`config.mk`:
```
export PLATFORM = sky130hd
export DESIGN_NAME = buzzer_round_ctrl
export DESIGN_NICKNAME = d
export VERILOG_FILES = /design/src/rtl/buzzer_round_ctrl.sv
export SDC_FILE = /design/constraint.sdc
export NUM_CORES = 1
export LEC_CHECK = 0
export BUFFER_PORTS_ARGS = -buffer_cell sky130_fd_sc_hd__buf_2
export CAP_MARGIN = 20
export CORE_MARGIN = 3
export CORE_UTILIZATION = 35
export CTS_BUF_LIST = sky130_fd_sc_hd__clkbuf_4
export DETAILED_ROUTE_END_ITERATION = 6
export PLACE_DENSITY = 0.49
export SLEW_MARGIN = 10
export SYNTH_ARGS = -nofsm -noshare
export SYNTH_HDL_FRONTEND = slang
export SYNTH_SLANG_ARGS = --single-unit
```
`constraint.sdc`:
```
create_clock -name CLOCK_50 -period 2.8 [get_ports CLOCK_50]
set_input_delay 0.84 -clock CLOCK_50 [delete_from_list [all_inputs] [get_ports CLOCK_50]]
set_output_delay 0.84 -clock CLOCK_50 [all_outputs]
set_load 0.1 [all_outputs]
```
`src/rtl/buzzer_round_ctrl.sv`:
```
// Quiz-buzzer round controller. Debounces the player KEY buttons, locks the
// first eligible press of an armed round, breaks same-cycle ties round-robin
// and records the reaction time from arm to lock.
//
// Ports:
//   CLOCK_50        system clock
//   reset           synchronous, active-high reset
//   KEY             raw player buttons, active-low, asynchronous
//   arm             one-cycle pulse: start a round
//   clear           one-cycle pulse: end the round and clear fouls
//   armed           high while a round is armed
//   winner_valid    high while a winner is locked
//   winner_id       index of the locked player (kept after clear)
//   winner_onehot   one-hot winner, qualified by winner_valid
//   foul_mask       players who pressed before arm
//   reaction_cycles cycles from arm to lock, saturating (kept after clear)
//   pressed         debounced button levels, 1 = pressed
module buzzer_round_ctrl #(
  parameter int unsigned NUM_PLAYERS     = 4,
  parameter int unsigned DEBOUNCE_CYCLES = 500000,
  parameter int unsigned TIMER_W         = 32
) (
  input  logic                   CLOCK_50,
  input  logic                   reset,
  input  logic [NUM_PLAYERS-1:0] KEY,
  input  logic                   arm,
  input  logic                   clear,
  output logic                   armed,
  output logic                   winner_valid,
  output logic [1:0]             winner_id,
  output logic [NUM_PLAYERS-1:0] winner_onehot,
  output logic [NUM_PLAYERS-1:0] foul_mask,
  output logic [TIMER_W-1:0]     reaction_cycles,
  output logic [NUM_PLAYERS-1:0] pressed
);

  localparam int unsigned ID_W  = 2;
  localparam int unsigned IDX_W = (NUM_PLAYERS > 2) ? $clog2(NUM_PLAYERS) : 1;
  localparam int unsigned CNT_W = (DEBOUNCE_CYCLES < 1) ? 1 : $clog2(DEBOUNCE_CYCLES + 1);

  typedef enum logic [1:0] {
    S_IDLE   = 2'd0,
    S_ARMED  = 2'd1,
    S_LOCKED = 2'd2
  } state_e;

  // ---------------------------------------------------------------------
  // Input conditioning
  // ---------------------------------------------------------------------
  logic [NUM_PLAYERS-1:0] sync1_q, sync2_q;
  logic [NUM_PLAYERS-1:0] pressed_q, pressed_d;
  logic [NUM_PLAYERS-1:0] pressed_prev_q;
  logic [CNT_W-1:0]       db_cnt_q [NUM_PLAYERS];
  logic [CNT_W-1:0]       db_cnt_d [NUM_PLAYERS];
  logic [NUM_PLAYERS-1:0] press_edge;

  // Debounce: a level change is accepted once the synchronized value has
  // disagreed with pressed for DEBOUNCE_CYCLES+1 consecutive samples.
  always_comb begin
    pressed_d = pressed_q;
    for (int i = 0; i < NUM_PLAYERS; i++) begin
      db_cnt_d[i] = '0;
      if (sync2_q[i] != pressed_q[i]) begin
        if (db_cnt_q[i] == CNT_W'(DEBOUNCE_CYCLES)) begin
          pressed_d[i] = sync2_q[i];
        end else begin
          db_cnt_d[i] = db_cnt_q[i] + CNT_W'(1);
        end
      end
    end
  end

  always_ff @(posedge CLOCK_50) begin
    if (reset) begin
      sync1_q        <= '0;
      sync2_q        <= '0;
      pressed_q      <= '0;
      pressed_prev_q <= '0;
      for (int i = 0; i < NUM_PLAYERS; i++) db_cnt_q[i] <= '0;
    end else begin
      sync1_q        <= ~KEY;
      sync2_q        <= sync1_q;
      pressed_q      <= pressed_d;
      pressed_prev_q <= pressed_q;
      for (int i = 0; i < NUM_PLAYERS; i++) db_cnt_q[i] <= db_cnt_d[i];
    end
  end

  assign press_edge = pressed_q & ~pressed_prev_q;

  // ---------------------------------------------------------------------
  // Round sequencing
  // ---------------------------------------------------------------------
  state_e                 state_q, state_d;
  logic [ID_W-1:0]        ptr_q, ptr_d;
  logic [TIMER_W-1:0]     timer_q, timer_d, timer_inc;
  logic [ID_W-1:0]        winner_id_q, winner_id_d;
  logic [NUM_PLAYERS-1:0] onehot_q, onehot_d;
  logic [NUM_PLAYERS-1:0] foul_q, foul_d;
  logic [TIMER_W-1:0]     rc_q, rc_d;
  logic                   armed_q, armed_d;
  logic                   valid_q, valid_d;

  logic [NUM_PLAYERS-1:0] eligible;
  logic                   found;
  logic [ID_W-1:0]        pick;
  logic                   lock;

  assign eligible  = press_edge & ~foul_q;
  assign timer_inc = (timer_q == '1) ? timer_q : timer_q + TIMER_W'(1);
  assign lock      = (state_q == S_ARMED) && found && !clear;

  // Round-robin pick: first eligible index at or after the pointer, wrapping.
  always_comb begin
    int unsigned idx;
    found = 1'b0;
    pick  = '0;
    for (int unsigned k = 0; k < NUM_PLAYERS; k++) begin
      idx = int'(ptr_q) + k;
      if (idx >= NUM_PLAYERS) idx = idx - NUM_PLAYERS;
      if (!found && eligible[IDX_W'(idx)]) begin
        found = 1'b1;
        pick  = ID_W'(idx);
      end
    end
  end

  // State register plus the registered round outputs.
  always_ff @(posedge CLOCK_50) begin
    if (reset) begin
      state_q     <= S_IDLE;
      ptr_q       <= '0;
      timer_q     <= '0;
      winner_id_q <= '0;
      onehot_q    <= '0;
      foul_q      <= '0;
      rc_q        <= '0;
      armed_q     <= 1'b0;
      valid_q     <= 1'b0;
    end else begin
      state_q     <= state_d;
      ptr_q       <= ptr_d;
      timer_q     <= timer_d;
      winner_id_q <= winner_id_d;
      onehot_q    <= onehot_d;
      foul_q      <= foul_d;
      rc_q        <= rc_d;
      armed_q     <= armed_d;
      valid_q     <= valid_d;
    end
  end

  // Next state; clear overrides every other transition.
  always_comb begin
    state_d = state_q;
    case (state_q)
      S_IDLE:   if (arm) state_d = S_ARMED;
      S_ARMED:  if (found) state_d = S_LOCKED;
      S_LOCKED: state_d = S_LOCKED;
      default:  state_d = S_IDLE;
    endcase
    if (clear) state_d = S_IDLE;
  end

  // Round datapath and output register inputs.
  always_comb begin
    int unsigned nxt;
    ptr_d       = ptr_q;
    timer_d     = timer_q;
    winner_id_d = winner_id_q;
    onehot_d    = onehot_q;
    foul_d      = foul_q;
    rc_d        = rc_q;
    nxt         = int'(pick) + 1;
    if (nxt >= NUM_PLAYERS) nxt = 0;

    case (state_q)
      S_IDLE: begin
        // A press landing with arm is still a foul.
        foul_d = foul_q | press_edge;
        if (arm) timer_d = '0;
      end
      S_ARMED: begin
        timer_d = timer_inc;
        if (lock) begin
          winner_id_d = pick;
          onehot_d    = NUM_PLAYERS'(1) << pick;
          rc_d        = timer_inc;
          ptr_d       = ID_W'(nxt);
        end
      end
      default: ;
    endcase

    if (clear) begin
      foul_d   = '0;
      onehot_d = '0;
    end

    armed_d = (state_d == S_ARMED);
    valid_d = (state_d == S_LOCKED);
  end

  assign armed           = armed_q;
  assign winner_valid    = valid_q;
  assign winner_id       = winner_id_q;
  assign winner_onehot   = onehot_q;
  assign foul_mask       = foul_q;
  assign reaction_cycles = rc_q;
  assign pressed         = pressed_q;

endmodule

```
==> flow_summary.toml, run 1 <==
[run_status]
status = "complete, no violations"

[logic_synthesis]
ys_types = 61
avgSynthCellArea_um2 = 8.630
synth-edff-count = 0
synthesis.nets = 953
ys_async_sr_fraction_pct = 0
seq_area_frac_synth_pct = 42.81
ys_warn_count = 0
ys_ff_latch = 172
synth_ff_type = "dfxtp_1"
syn_inst = 932
syn_area_mm2 = 0.008043

[setup_path]
crit_path_top_delay_cell = "or4_1"
start_kind = "flop"
critical-path-max-stage-delay_ns = 0.79
reg2reg_depth = 6
crit_path_end_kind = "flop"
critical_path.top_delay_family = "simple AND/OR/NAND/NOR gates"
critPathKind = "flop to flop"
cp.depth = 6
required_ns = 3.26
path_cells = "ha_1 -> nand3_1 -> or2_1 -> or4_1 -> and4_1 -> nor4_1"
crit_arrival_ns = 2.94
path_buf_inv = 0
cp_max_fo = 15

[detailed_routing]
totalWireLength_um = 19390
post_drt_via_cell_ratio = 5.125
routedWlPerCell_um = 15.18
route.detailed.drc = 0
drt_iter0_markers = 315
vias = 6550
dr.pass1.iters = 4
antenna_left = 0

[sta]
worstMarginPinSlew_ns = 0.7754
finalSetupViolCount = 0
relSlewSlack_pct = 47.74
skew_ns = 0.02222
fin_crit_ns = 2.485
finalCritPeriodShare_pct = 88.74
fin_setup_tns_ns = 0
maxSlewViolCount = 0
hold_viol_final = 0
rsz0062_at_grt = "no"
fmax_mhz = 402.5

[cts]
clkSlewWorstSetupHoldPaths_ns = 0.14
post_cts_buffers = 0
cts_buffers = 17
cts-root-buf = "clkbuf_4"
post_cts_resized = 0
cts_sinks = 172
clk_latency_ns = 0.56
ctsHtreeMaxLevel = 4
clockBufferDepth = 2
ctsHoldBuffers = 0
cts_tree = "built"

[pwr]
p_per_area_mw_per_mm2 = 444.8
peakVddDrop_mv = 0.2610
p_leak_uw = 0.003007

[global_route]
antenna_found_initial = 1
grt_overflow = 0
groute.usage.overall_pct = 16.19
first_global_vias = 6332
grt_max_degree = 29
grt_pass1_wl_um = 32650

[hold_path]
hp-class = "primary input to flop"
hold_depth = 2

[final_layout]
postLayoutCoreUtil_pct = 40.03
nets = 1006
drive_gt1_share_pct = 13.24
final_cell_mix = "172 x dfxtp_1, 134 x nor2_1, 60 x xnor2_1"
area_delta_synth_final_pct = 10.63
layout_commonest_cell = "dfxtp_1"

[die]
row_count = 54
io_pins = 56
die_area_mm2 = 0.02483
die_w_um = 157.6
floorplan.initialDensity_pct = 36.18
die_h_um = 157.6
coreArea_mm2 = 0.02223

[flow_run]
cap_violations = 0

[place]
dp_hpwl_um = 13760
place.port_buffers = 55
gp_congestion = 0.8263
==> worst register-to-register path, cell delays in order (launching register included) <==
cell	delay, ns
dfxtp_1	0.44
ha_1	0.25
nand3_1	0.13
or2_1	0.25
or4_1	0.79
and4_1	0.32
nor4_1	0.22
==> where the power goes <==
part / total [µW] / leakage, µW / internal [µW] / switching [µW]
Combinational: 104 / 0.00149 / 32.0 / 71.6
Clock: 1390 / 0.000135 / 510 / 880
Sequential: 2460 / 0.00139 / 2460 / 6.53
Total: 3960 / 0.00301 / 3000 / 958
==> sequential cells by signal (all words and copies together), names as in the netlist <==
signal and flops:
armed 1, db_cnt_q 76, foul_mask 4, pressed 4
pressed_prev_q 4, ptr_q 2, reaction_cycles 32, state_q 2
sync1_q 4, sync2_q 4, timer_q 32, winner_id 2
winner_onehot 4, winner_valid 1
==> cells in the mapped netlist, drive strengths merged, types with 4 or more instances <==
cell type / count / area (µm²)
a211oi: 20 / 150.1
a21o: 5 / 37.54
a21oi: 27 / 135.1
a311oi: 4 / 35.03
a31oi: 40 / 250.2
and2: 9 / 57.56
and3: 15 / 97.59
and4: 18 / 161.4
buf: 13 / 91.33
clkbuf: 37 / 168.9
dfxtp: 172 / 3443
ha: 13 / 162.7
inv: 29 / 108.9
mux2i: 8 / 80.08
nand2: 50 / 187.7
nand2b: 10 / 62.56
nand3: 48 / 240.2
nand4: 18 / 127.6
nand4b: 4 / 35.03
nor2: 135 / 506.7
nor2b: 11 / 68.82
nor3: 25 / 125.1
nor3b: 12 / 90.09
nor4: 16 / 112.6
nor4b: 12 / 105.1
o211ai: 8 / 60.06
o21ai: 31 / 155.2
o21bai: 12 / 90.09
or3: 16 / 101.4
or4: 6 / 46.30
xnor2: 60 / 525.5
xor2: 25 / 219.0
==> cell type report <==
class | count | area [µm²]
fillers | 2336 | 13330
multi-input cells | 681 | 4242
flip-flops and latches | 172 | 3443
repair buffers | 84 | 493.0
well taps | 280 | 350.3
clock inverters | 14 | 130.1
clock buffers | 17 | 127.6
inverters | 29 | 108.9
diodes | 1 | 2.502
==> through the flow <==
step                      total power, µW  setup WS (ns)  std cells  hold WS (ns)  instance area (µm²)
final                                3957         0.3154       1278        0.4204                 8897
after global placement               2622         0.4101       1246        0.4196                 8637
after floorplan                      2584         0.1391        932        0.4138                 8043
after CTS                            4033         0.3150       1277        0.3707                 8895
after global routing                 4127         0.1683       1278        0.3631                 8897
after detailed placement             2622         0.3727       1246        0.4242                 8637
==> kinds of logic (layout without fill, tap and decap cells) <==
logic type	Yosys count	count (layout)	share of synthesized area [%]
xor+xnor	85	85	9.256
flops	172	172	42.81
mux	8	8	0.9957
fa+ha+maj	13	13	2.022
compound gates	165	165	13.39
simple gates	410	410	26.93
buf+inv	79	144	4.589
other cells	0	1	0
==> worst paths after layout <==
| check | from | end | slack [ns] |
|---|---|---|---|
| worst max-delay path | timer_q[0]$_SDFFE_PP0P_ | reaction_cycles[29]$_SDFFE_PP0P_ | 0.32 |
| worst min register to register | sync1_q[0]$_SDFF_PP0_ | sync2_q[0]$_SDFF_PP0_ | 0.45 |
| worst min-delay path | KEY[3] | sync1_q[3]$_SDFF_PP0_ | 0.42 |
| worst max register to register | timer_q[0]$_SDFFE_PP0P_ | reaction_cycles[29]$_SDFFE_PP0P_ | 0.32 |
==> per-layer routing <==
metal,track usage [%],routed length [µm],up-vias
li1,-,-,3423
met1,23.03,9910,3031
met2,25.33,8744,86
met3,3.171,527,10
met4,4.050,212,0
met5,0,0,-
Note: power is estimated with default switching activity, not from simulation.
==> run 2: changes to the inputs <==
Settings changed: CORE_UTILIZATION 35 to 45, PLACE_DENSITY 0.49 to 0.6.
==> flow_summary.toml, run 2 (same netlist as run 1, synthesis figures left out) <==
[run_status]
status = "complete, no violations"

[detailed_routing]
post_drt_via_cell_ratio = 5.397
drt_iter0_markers = 354
route.detailed.drc = 0
routedWlPerCell_um = 14.74
totalWireLength_um = 18030
antenna_left = 0
vias = 6601
dr.pass1.iters = 5

[cts]
ctsHoldBuffers = 0
cts-root-buf = "clkbuf_4"
clockBufferDepth = 2
cts_sinks = 172
clkSlewWorstSetupHoldPaths_ns = 0.13
clk_latency_ns = 0.55
post_cts_buffers = 0
cts_tree = "built"
cts_buffers = 17
post_cts_resized = 0
ctsHtreeMaxLevel = 4

[sta]
relSlewSlack_pct = 53.97
maxSlewViolCount = 0
finalSetupViolCount = 0
rsz0062_at_grt = "no"
hold_viol_final = 0
whs_ns = 0.4322
worstMarginPinSlew_ns = 0.6842
skew_ns = 0.01698
fin_setup_tns_ns = 0
fin_crit_ns = 2.441
fmax_mhz = 409.6
finalCritPeriodShare_pct = 87.18

[setup_path]
path_cells = "buf_2"
r2r-end = "reaction_cycles[31]$_SDFFE_PP0P_"
start_kind = "flop"
crit_path_top_delay_cell = "dfxtp_1"
r2r_setup_slack_ns = 0.39
cp_max_fo = 8
reg2reg_depth = 6
critPathKind = "flop to output pin"
crit_path_end_kind = "output pin"
crit_arrival_ns = 1.60
critical-path-max-stage-delay_ns = 0.56
required_ns = 1.96
path_buf_inv = 1
critical_path.top_delay_family = "flip-flops"
timing.rr.start = "timer_q[0]$_SDFFE_PP0P_"

[final_layout]
nets = 1005
n_fill_cell = 1712
regMostFlops = "db_cnt_q"
layout_commonest_cell = "dfxtp_1"
final_cell_mix = "172 x dfxtp_1, 134 x nor2_1, 60 x xnor2_1"
largest_reg_flops = 76
drive_gt1_share_pct = 13.24
area_delta_synth_final_pct = 9.661

[die]
io_pins = 56
floorplan.initialDensity_pct = 46.18
coreArea_mm2 = 0.01742
row_count = 48
die_w_um = 139.7
die_area_mm2 = 0.01951
die_h_um = 139.7

[global_route]
first_global_vias = 6047
groute.usage.overall_pct = 18.63
grt_max_degree = 34
grt_pass1_wl_um = 30500
antenna_found_initial = 1
grt_overflow = 0

[hold_path]
holdCritStartpoint = "KEY[2]"
hp-class = "primary input to flop"
hold_depth = 2
min_to = "sync1_q[2]$_SDFF_PP0_"

[pwr]
swShare_pct = 23.71
p_int_uw = 2938
report.power.total_uw = 3851
peakVddDrop_mv = 0.2538
clockPowerShare_pct = 33.4
p_per_area_mw_per_mm2 = 436.6
seq_power_share_pct = 64.0
p_comb_share_pct = 2.6
p_leak_uw = 0.003004
switching_power_uw = 913.1

[place]
place.port_buffers = 55
dp_hpwl_um = 12730
gp_congestion = 0.8275

[flow_run]
cap_violations = 0
==> run 2: cell types whose count changed in the layout (fill, tap and decap cells not counted) <==
cell / previous run / this run
clkinvlp_4: 2 / 1
inv_6: 0 / 1
bufinv_16: 2 / 1
buf_4: 29 / 27
clkbuf_4: 17 / 19
buf_12: 0 / 1
==> run 2: stage by stage <==
stage / instances / setup slack (ns) / utilization, % / area, µm²
after floorplan: 932 / 0.1391 / - / 8043
after global placement: 1190 / 0.4671 / 49.22 / 8573
after detailed placement: 1190 / 0.3793 / 49.22 / 8573
after CTS: 1222 / 0.3101 / 50.63 / 8817
after global routing: 1223 / 0.1643 / 50.64 / 8820
final: 1223 / 0.3589 / 50.64 / 8820
==> run 2: worst max-delay path by stage <==
stage | from | endpoint | cells after the start
finish | pressed[0]$_SDFFE_PP0P_ | pressed[0] | 1
global route | timer_q[0]$_SDFFE_PP0P_ | reaction_cycles[31]$_SDFFE_PP0P_ | 6
CTS | pressed[0]$_SDFFE_PP0P_ | pressed[0] | 1
global placement | timer_q[0]$_SDFFE_PP0P_ | reaction_cycles[21]$_SDFFE_PP0P_ | 6
floorplan | pressed[1]$_SDFFE_PP0P_ | reaction_cycles[10]$_SDFFE_PP0P_ | 6
detailed placement | clear | reaction_cycles[25]$_SDFFE_PP0P_ | 7
==> run 2: per-layer routing <==
metal	global-route usage [%]	share of wire, %
met5	0	0
met4	4.386	0.99
met3	4.089	3.1
met1	26.49	50
met2	28.99	46
==> run 2: layout make-up <==
type	instances	area [µm²]	area share (%)
multi-input cells	681	4242	48.09
flip-flops and latches	172	3443	39.04
repair buffers	83	498.0	5.646
well taps	225	281.5	3.192
clock buffers	19	142.6	1.617
inverters	29	108.9	1.234
clock inverters	13	101.3	1.149
diodes	1	2.502	0.02837
==> run 2: power groups by stage <==
stage / clock network [µW] / registers (µW) / logic (µW)
after floorplan: 0 / 2520 / 64.4
final: 1290 / 2460 / 100
after CTS: 1360 / 2460 / 102
after global placement: 0 / 2520 / 102
after detailed placement: 0 / 2520 / 101
after global routing: 1450 / 2470 / 112
==> run 3: changes to the inputs <==
==> constraint.sdc (replaced) <==
create_clock -name CLOCK_50 -period 2.8 [get_ports CLOCK_50]
set_input_delay 0.28 -clock CLOCK_50 [delete_from_list [all_inputs] [get_ports CLOCK_50]]
set_output_delay 0.28 -clock CLOCK_50 [all_outputs]
set_load 0.1 [all_outputs]
==> flow_summary.toml, run 3 (same netlist as run 1, synthesis figures left out) <==
[sta]
finalSetupViolCount = 0
maxSlewViolCount = 0
fin_setup_tns_ns = 0
finalCritPeriodShare_pct = 88.44
fin_crit_ns = 2.476
rsz0062_at_grt = "no"
worstMarginPinSlew_ns = 0.7397
hold_viol_final = 0
fmax_mhz = 403.8
relSlewSlack_pct = 50.58
skew_ns = 0.01283

[final_layout]
nets = 1002
drive_gt1_share_pct = 12.68
seqCellArea_mm2 = 0.003443
largest_reg_flops = 76
final_cells = 1220
area_delta_synth_final_pct = 10.33
final_cell_mix = "172 x dfxtp_1, 134 x nor2_1, 60 x xnor2_1"
n_fill_cell = 1706
regMostFlops = "db_cnt_q"
layout_commonest_cell = "dfxtp_1"
multi_input_area_mm2 = 0.004242

[global_route]
first_global_vias = 6166
grtUsageMet2_pct = 28.97
grt_overflow = 0
groute.usage.overall_pct = 18.49
met1_usage_pct = 26.31
grt_busiest_layer = "met2"
grt_use_met3_pct = 4.227
antenna_found_initial = 1
grt_pass1_wl_um = 30530
grt_max_degree = 45

[setup_path]
path_buf_inv = 0
crit_path_end_kind = "flop"
required_ns = 3.26
critical-path-max-stage-delay_ns = 0.79
crit_path_top_delay_cell = "or4_1"
start_kind = "flop"
crit_arrival_ns = 2.94
critPathKind = "flop to flop"
critical_path.top_delay_family = "simple AND/OR/NAND/NOR gates"
path_cells = "ha_1 -> nand3_1 -> or2_1 -> or4_1 -> and4_1 -> nor4_1"
cp_max_fo = 15

[die]
die_h_um = 139.7
die_area_mm2 = 0.01951
floorplan.initialDensity_pct = 46.18
io_pins = 56
coreArea_mm2 = 0.01742
row_count = 48
die_w_um = 139.7

[detailed_routing]
drt_iter0_markers = 399
route.detailed.drc = 0
routedWlPerCell_um = 14.59
post_drt_via_cell_ratio = 5.380
dr.pass1.iters = 5
antenna_left = 0
vias = 6563
totalWireLength_um = 17800

[pwr]
peakVddDrop_mv = 0.7375
p_leak_uw = 0.003017
p_per_area_mw_per_mm2 = 463.8
report.power.total_uw = 4115

[place]
dp_hpwl_um = 12430
gp_congestion = 0.8584
place_inst = 1183
place.port_buffers = 55

[hold_path]
hp-class = "primary input to flop"

[cts]
ctsHtreeMaxLevel = 4
ctsHoldBuffers = 4
post_cts_resized = 0
cts-root-buf = "clkbuf_4"
clkSlewWorstSetupHoldPaths_ns = 0.13
clockBufferDepth = 2
cts_tree = "built"
cts_buffers = 17
clk_latency_ns = 0.55
post_cts_buffers = 0
cts_sinks = 172

[run_status]
status = "complete, no violations"

[flow_run]
cap_violations = 0
-- run 3: routing by layer --
layer / routed length, µm / vias up
met5: 0 / -
met2: 8037 / 83
met4: 134 / 0
met1: 9100 / 3059
li1: - / 3412
met3: 527 / 9
-- run 3: metrics by stage --
stage	setup slack (ns)	hold WS (ns)	util, %	cell area, µm²
after floorplan	0.1391	0.3524	-	8043
after global placement	0.4379	0.4222	48.92	8521
after global routing	0.1328	0.1449	50.95	8874
after CTS	0.3078	0.1348	50.93	8871
final	0.3236	0.1655	50.95	8874
after detailed placement	0.3769	0.4253	48.92	8521
-- run 3: cell type report --
type | count | share of cell area, %
antenna | 1 | 0.02820
clock buffer | 18 | 1.523
clock inverter | 14 | 1.974
inverter | 29 | 1.227
multi-input combinational | 681 | 47.80
sequential | 172 | 38.80
tap | 225 | 3.173
timing repair buffer | 80 | 5.471
-- run 3: worst paths after layout --
check                                from                               end  slack, ns  cells past startpoint
hold reg to reg     sync1_q[2]$_SDFF_PP0_             sync2_q[2]$_SDFF_PP0_       0.45                      1
setup reg to reg  timer_q[0]$_SDFFE_PP0P_  reaction_cycles[21]$_SDFFE_PP0P_       0.32                      6
setup / recovery  timer_q[0]$_SDFFE_PP0P_  reaction_cycles[21]$_SDFFE_PP0P_       0.32                      6
hold / removal                      clear             state_q[0]$_SDFF_PP0_       0.17                      3
-- run 3: tightest hold or removal path, delay by kind of cell --
family,cells,cell delay (ns)
AOI/OAI and AO/OA,1,0.07
buffers and inverters,1,0.09
and+or+nand+nor,1,0.24
-- run 3: where the power goes --
group          internal (µW)  switching [µW]  total, µW
Combinational           33.0            69.6        103
Sequential              2460            6.78       2460
Clock                    706             843       1550
Total                   3200             920       4120
